$ cat config.mk
export PLATFORM = sky130hd
export DESIGN_NAME = regfile_dump_reader
export DESIGN_NICKNAME = d
export VERILOG_FILES = /design/src/rtl/regfile_dump_reader.sv
export SDC_FILE = /design/constraint.sdc
export NUM_CORES = 1
export LEC_CHECK = 0
export CORE_MARGIN = 2
export CORE_UTILIZATION = 41
export CTS_CLUSTER_SIZE = 28
export DETAILED_ROUTE_END_ITERATION = 12
export HOLD_SLACK_MARGIN = 0.12
export PLACE_DENSITY = 0.79
export SYNTH_ARGS = -nofsm -noshare
export SYNTH_HDL_FRONTEND = slang
export SYNTH_SLANG_ARGS = --single-unit
$ cat constraint.sdc
create_clock -name clk -period 2.1 [get_ports clk]
set_clock_uncertainty 0.05 [all_clocks]
set_input_delay 0.63 -clock clk [delete_from_list [all_inputs] [get_ports clk]]
set_output_delay 0.63 -clock clk [all_outputs]
set_load 0.005 [all_outputs]
$ cat src/rtl/regfile_dump_reader.sv
// rtl/regfile_dump_reader.sv - walks a wrapping register index range and streams (addr, data) beats
module regfile_dump_reader #(
    parameter int NUM_REGS = 32,
    parameter int ADDR_W   = 5,
    parameter int DATA_W   = 32
) (
    input  logic              clk,
    input  logic              rst,
    input  logic              start,
    input  logic [ADDR_W-1:0] first_reg,
    input  logic [ADDR_W-1:0] last_reg,
    input  logic              abort,
    output logic [ADDR_W-1:0] rd_addr,
    input  logic [DATA_W-1:0] rd_data,
    output logic              out_valid,
    input  logic              out_ready,
    output logic [ADDR_W-1:0] out_addr,
    output logic [DATA_W-1:0] out_data,
    output logic              busy,
    output logic              done
);

    localparam logic [1:0] IDLE = 2'd0;
    localparam logic [1:0] READ = 2'd1;
    localparam logic [1:0] SEND = 2'd2;

    logic [1:0]        state;
    logic [ADDR_W-1:0] cur;
    logic [ADDR_W-1:0] end_reg;
    logic [ADDR_W-1:0] cur_next;

    // Index increment wraps naturally at NUM_REGS because ADDR_W = log2(NUM_REGS).
    assign cur_next = cur + 1'b1;

    // Busy is simply "not idle"; it drops in the same cycle done pulses.
    assign busy = (state != IDLE);

    // Dump sequencer: latch range, read one register, hold the beat until accepted.
    always_ff @(posedge clk) begin
        if (rst) begin
            state     <= IDLE;
            cur       <= '0;
            end_reg   <= '0;
            rd_addr   <= '0;
            out_valid <= 1'b0;
            out_addr  <= '0;
            out_data  <= '0;
            done      <= 1'b0;
        end else begin
            done <= 1'b0;
            case (state)
                IDLE: begin
                    if (start) begin
                        cur     <= first_reg;
                        end_reg <= last_reg;
                        rd_addr <= first_reg;
                        state   <= READ;
                    end
                end
                READ: begin
                    if (abort) begin
                        state <= IDLE;
                    end else begin
                        // rd_data is sampled on this edge, so a same-edge write is not seen.
                        out_data  <= rd_data;
                        out_addr  <= cur;
                        out_valid <= 1'b1;
                        state     <= SEND;
                    end
                end
                SEND: begin
                    if (abort) begin
                        // Abort wins over a coincident handshake: no done, straight to idle.
                        out_valid <= 1'b0;
                        state     <= IDLE;
                    end else if (out_ready) begin
                        out_valid <= 1'b0;
                        if (cur == end_reg) begin
                            done  <= 1'b1;
                            state <= IDLE;
                        end else begin
                            cur     <= cur_next;
                            rd_addr <= cur_next;
                            state   <= READ;
                        end
                    end
                end
                default: begin
                    out_valid <= 1'b0;
                    state     <= IDLE;
                end
            endcase
        end
    end

endmodule

**Word level (Yosys, flattened, before mapping)**

Cells that the tools add are included.
Widths: inputs -> output; s select.

- Word-level logic and storage cells: 46
- Register bits after elaboration: 51
- Input port bits: 47
- Output and inout port bits: 45

- Muxes and demuxes: 16
- Reductions and logical operators: 9
- Bitwise gates (word level): 4
- Equality and inequality tests: 9
- $add $sub $neg: 1

Operator list:

| cell | count |
|---|---|
| $mux 5 | 4 |
| $ne 2x2->1 const B | 5 |
| $pmux 5 s2 | 1 |
| $mux 2 | 4 |
| $pmux 2 s3 | 1 |
| $reduce_and 2->1 | 3 |
| $add 5x1->5 const B | 1 |
| $eq 5x5->1 | 1 |
| $mux 1 | 5 |
| $reduce_and 5->1 | 1 |
| $not 1->1 | 4 |
| $reduce_bool 2->1 | 2 |
| $reduce_or 4->1 | 1 |
| $ne 3x3->1 const B | 1 |
| $pmux 1 s3 | 1 |
| $reduce_and 3->1 | 1 |
| $eq 2x1->1 const B | 1 |
| $eq 2x2->1 const B | 1 |
| $logic_not 2->1 | 1 |

**Depth between registers and ports, before layout**

- Word-level depth: 5
- Gate-level depth with buffers: 6
- Mapped depth without buffers: 5

**Worst setup path after synthesis**

Ideal clock, no wire load.

- Kind: input port to flip-flop
- From: input port start
- To: register cur[1]
- Arrival time: 1.648 ns
- Setup slack: 0.279 ns
- Cell stages on the path: 4
- Data required time: 1.927 ns
- Cell sequence: nor3b_1 > or3_4 > o21ai_4 > mux2_1

- Word-level cells in the longest chain between the ends: 2

RTL lines:

| element | line | RTL |
|---|---|---|
| start, declared | 9 | `input logic start,` |
| $ne 2x2->1 (no source line) | - |  |
| $reduce_and 5->1 (no source line) | - |  |
| end signal, assigned | 54 | `cur <= first_reg;` |
| end signal, assigned | 82 | `cur <= cur_next;` |
| end, declared | 28 | `logic [ADDR_W-1:0] cur;` |

Every way passes these cells.
A chain may end at the register's enable or synchronous reset.

==> results.toml <==
[routing]
ant_nets = 0
vias = 1958
wl_per_cell_um = 12.4
viasPerCell = 4.73
initialDrtViolationCount = 74
remaining_drc_errors = 0
drt_wl_total_mm = 5.12
firstDrtPassIters = 4

[synthesis]
synth-main-ff-cell = "dfxtp_1"
synth-simple-area-share = 0.232
synth.yosys.warnings = 0
synth_most_common_cell = "nand2_1"
yosysTopAreaCellShare = 0.498
synth_top_family_by_area = "simple AND/OR/NAND/NOR gates"
syn-num-nets = 300
synthAdderAreaFrac = 0.00610
synth.distinct_cells = 34
ys_async_sr_fraction = 0
synth.cells.most_frequent = "nand2_1 (79), dfxtp_1 (51), a21oi_1 (43)"
ys_ff_latch = 51
synth_area_um2 = 2050
synth_area_leaders = "dfxtp_1 (50%), nand2_1 (14%), a21oi_1 (10%), mux2i_1 (3.4%), nor2_1 (1.8%)"
synthMuxAreaShare = 0.0397
seq_area_frac_synth = 0.498
postSynthAreaPerCell_um2 = 8.14
synth_compound_area_frac = 0.164
synth_edf_count = 0
syn_inst = 252
yosys.area.top_type = "dfxtp_1"
synth_xor_area_frac = 0.0214

[power]
seqPwrFrac = 0.529
clkPwrFrac = 0.284
finalPower_w = 0.00198
p_per_area_nw_per_um2 = 620
p_switching_w = 0.000511
power_leakage_nw = 1.18
power.internal_w = 0.00146
power_frac_comb = 0.188
sw_frac_of_total = 0.259
vdd_drop_max_mv = 0.359

[timing]
slew_headroom = 0.743
worst_pin_slew_ps = 385
min_period_ps = 2020
hold-worst-slack_ps = 407
setup_viol = 0
fmax_mhz = 495
final.period_utilization = 0.963
hold_viol = 0
rsz0062_at_grt = "false"
drv_slew = 0

[global_route]
grtUsageMet1 = 0.238
grt-ovfl-total = 0
grt_pass1_wl_mm = 8.16
busiest_layer = "met2"
grt.met3_usage = 0.0629
grt_usage = 0.188
grt_pass1_vias = 1787
grt_max_degree = 38
met2_usage = 0.315
antenna_found_initial = 0

[final_layout]
nNetsFinal = 394
fillCellCount = 428
drive_gt1_frac = 0.0865
insertedDiodeCount = 0
area_growth_pct = 55.4
design_area_um2 = 3190
fin_cells = 414
largest_register_ffs = 32
largest-register = "out_data"

[critical_path]
slowest_delay_ps = 570
worstSetupEndpointType = "primary output"
cp_top_family = "buffers and inverters"
crit_slowest_cell = "clkdlybuf4s50_1"
critPathKind = "reg -> out"
critPathLaunchType = "flip-flop"
r2r_start = "state[1]"
r2r_slack_ps = 480
path_buf_inv = 1
cp.arrival_ps = 1340
crit_chain = "clkdlybuf4s50_1"
cp.required_ps = 1420
critPathLaunch = "cur[2]"
cp_max_fo = 7

[floorplan]
io-pin-count = 92
num_rows = 25
die_area_um2 = 5580
initial_core_util = 0.428
die_h_um = 74.7
die_x_um = 74.7
core_area_um2 = 4790

[cts]
cts-hold-fix-buffers = 0
cts_tree = "built"
clk_latency_ps = 300
cts_sinks = 51
cts.clk_slew.worst_paths_ps = 90
numCtsBuffers = 5
clockRootBuffer = "clkbuf_8"
htreeDepth = 2
ctsLongestPathBuffers = 2
post_cts_buffers = 0

[placement]
io_buffers = 91
place.gp.congestion = 0.966
placed_area_um2 = 3090
dp_cells = 406
dp_hpwl_mm = 3.64

[hold_path]
hold_class = "reg -> reg"
worstHoldStart = "out_data[29]"

[status]
status = "finished clean"

[flow_run]
maxCapViolCount = 0
kinds of logic after synthesis:
logic type / after synthesis
XOR/XNOR: 5
flip-flops: 51
buffers and inverters: 19
AND/OR/NAND/NOR: 110
multiplexers: 8
AO/OA/AOI/OAI: 58
adder cells (fa/ha/maj): 1
repair_timing:
item / CTS / global route
resized for setup: 2 / 4
endpoints found under the setup margin: 1 / 2
cloned: 0 / 0
through the flow:
step | setup WS [ps] | utilization | TNS (ps)
global route | 19.0 | 0.666 | 0
global placement | -238 | 0.645 | -791
floorplan | 279 | - | 0
detailed placement | -244 | 0.645 | -919
CTS | 9.73 | 0.664 | 0
finish | 78.7 | 0.666 | 0
area by class of cell:
class | instances | area (µm²) | area share
sequential | 51 | 1030 | 0.323
multi-input combinational | 182 | 951 | 0.298
clock inverter | 3 | 18.8 | 0.00589
tap | 67 | 83.8 | 0.0263
timing repair buffer | 103 | 1020 | 0.321
clock buffer | 5 | 68.8 | 0.0216
inverter | 3 | 11.3 | 0.00353
power groups by stage:
| stage | Sequential, W | Combinational (W) | Clock (W) |
|---|---|---|---|
| 4_1_cts | 0.00105 | 0.000374 | 0.000581 |
| 3_5_place_dp | 0.00107 | 0.000372 | 0 |
| 6_report | 0.00104 | 0.000371 | 0.000561 |
| 2_1_floorplan | 0.00106 | 0.000168 | 0 |
| 3_3_place_gp | 0.00107 | 0.000370 | 0 |
| 5_1_grt | 0.00105 | 0.000405 | 0.000626 |
worst register-to-register path, delay by kind of cell (launching register included):
kind | cells | cell delay, ps
AOI/OAI and AO/OA | 1 | 150
buffers and inverters | 1 | 140
DFF | 1 | 390
muxes | 1 | 330
and+or+nand+nor | 2 | 450
final timing paths:
check                      end  cells past startpoint
setup reg to reg        cur[1]                      5
hold / removal    out_data[29]                      2
hold reg to reg   out_data[29]                      2
setup / recovery    rd_addr[2]                      1
metal layers:
layer	share of wire	up-vias
met5	0	-
met4	0.0043	0
met3	0.077	2
met2	0.47	62
met1	0.45	867
li1	-	1027
layout by cell type, fill, tap and decap left out, types with 3 or more instances in the layout:
| cell type | n |
|---|---|
| clkdlybuf4s50_1 | 89 |
| nand2_1 | 79 |
| dfxtp_1 | 48 |
| a21oi_1 | 43 |
| nor2_1 | 10 |
| buf_4 | 10 |
| mux2i_1 | 7 |
| clkbuf_8 | 5 |
| or2_2 | 3 |
| xnor2_1 | 3 |
| and3_1 | 3 |
| nor3_1 | 3 |
| o22ai_1 | 3 |
| inv_1 | 3 |
| o32ai_1 | 3 |
| nor2b_1 | 3 |
No activity file was read; power rests on OpenSTA's default activity.
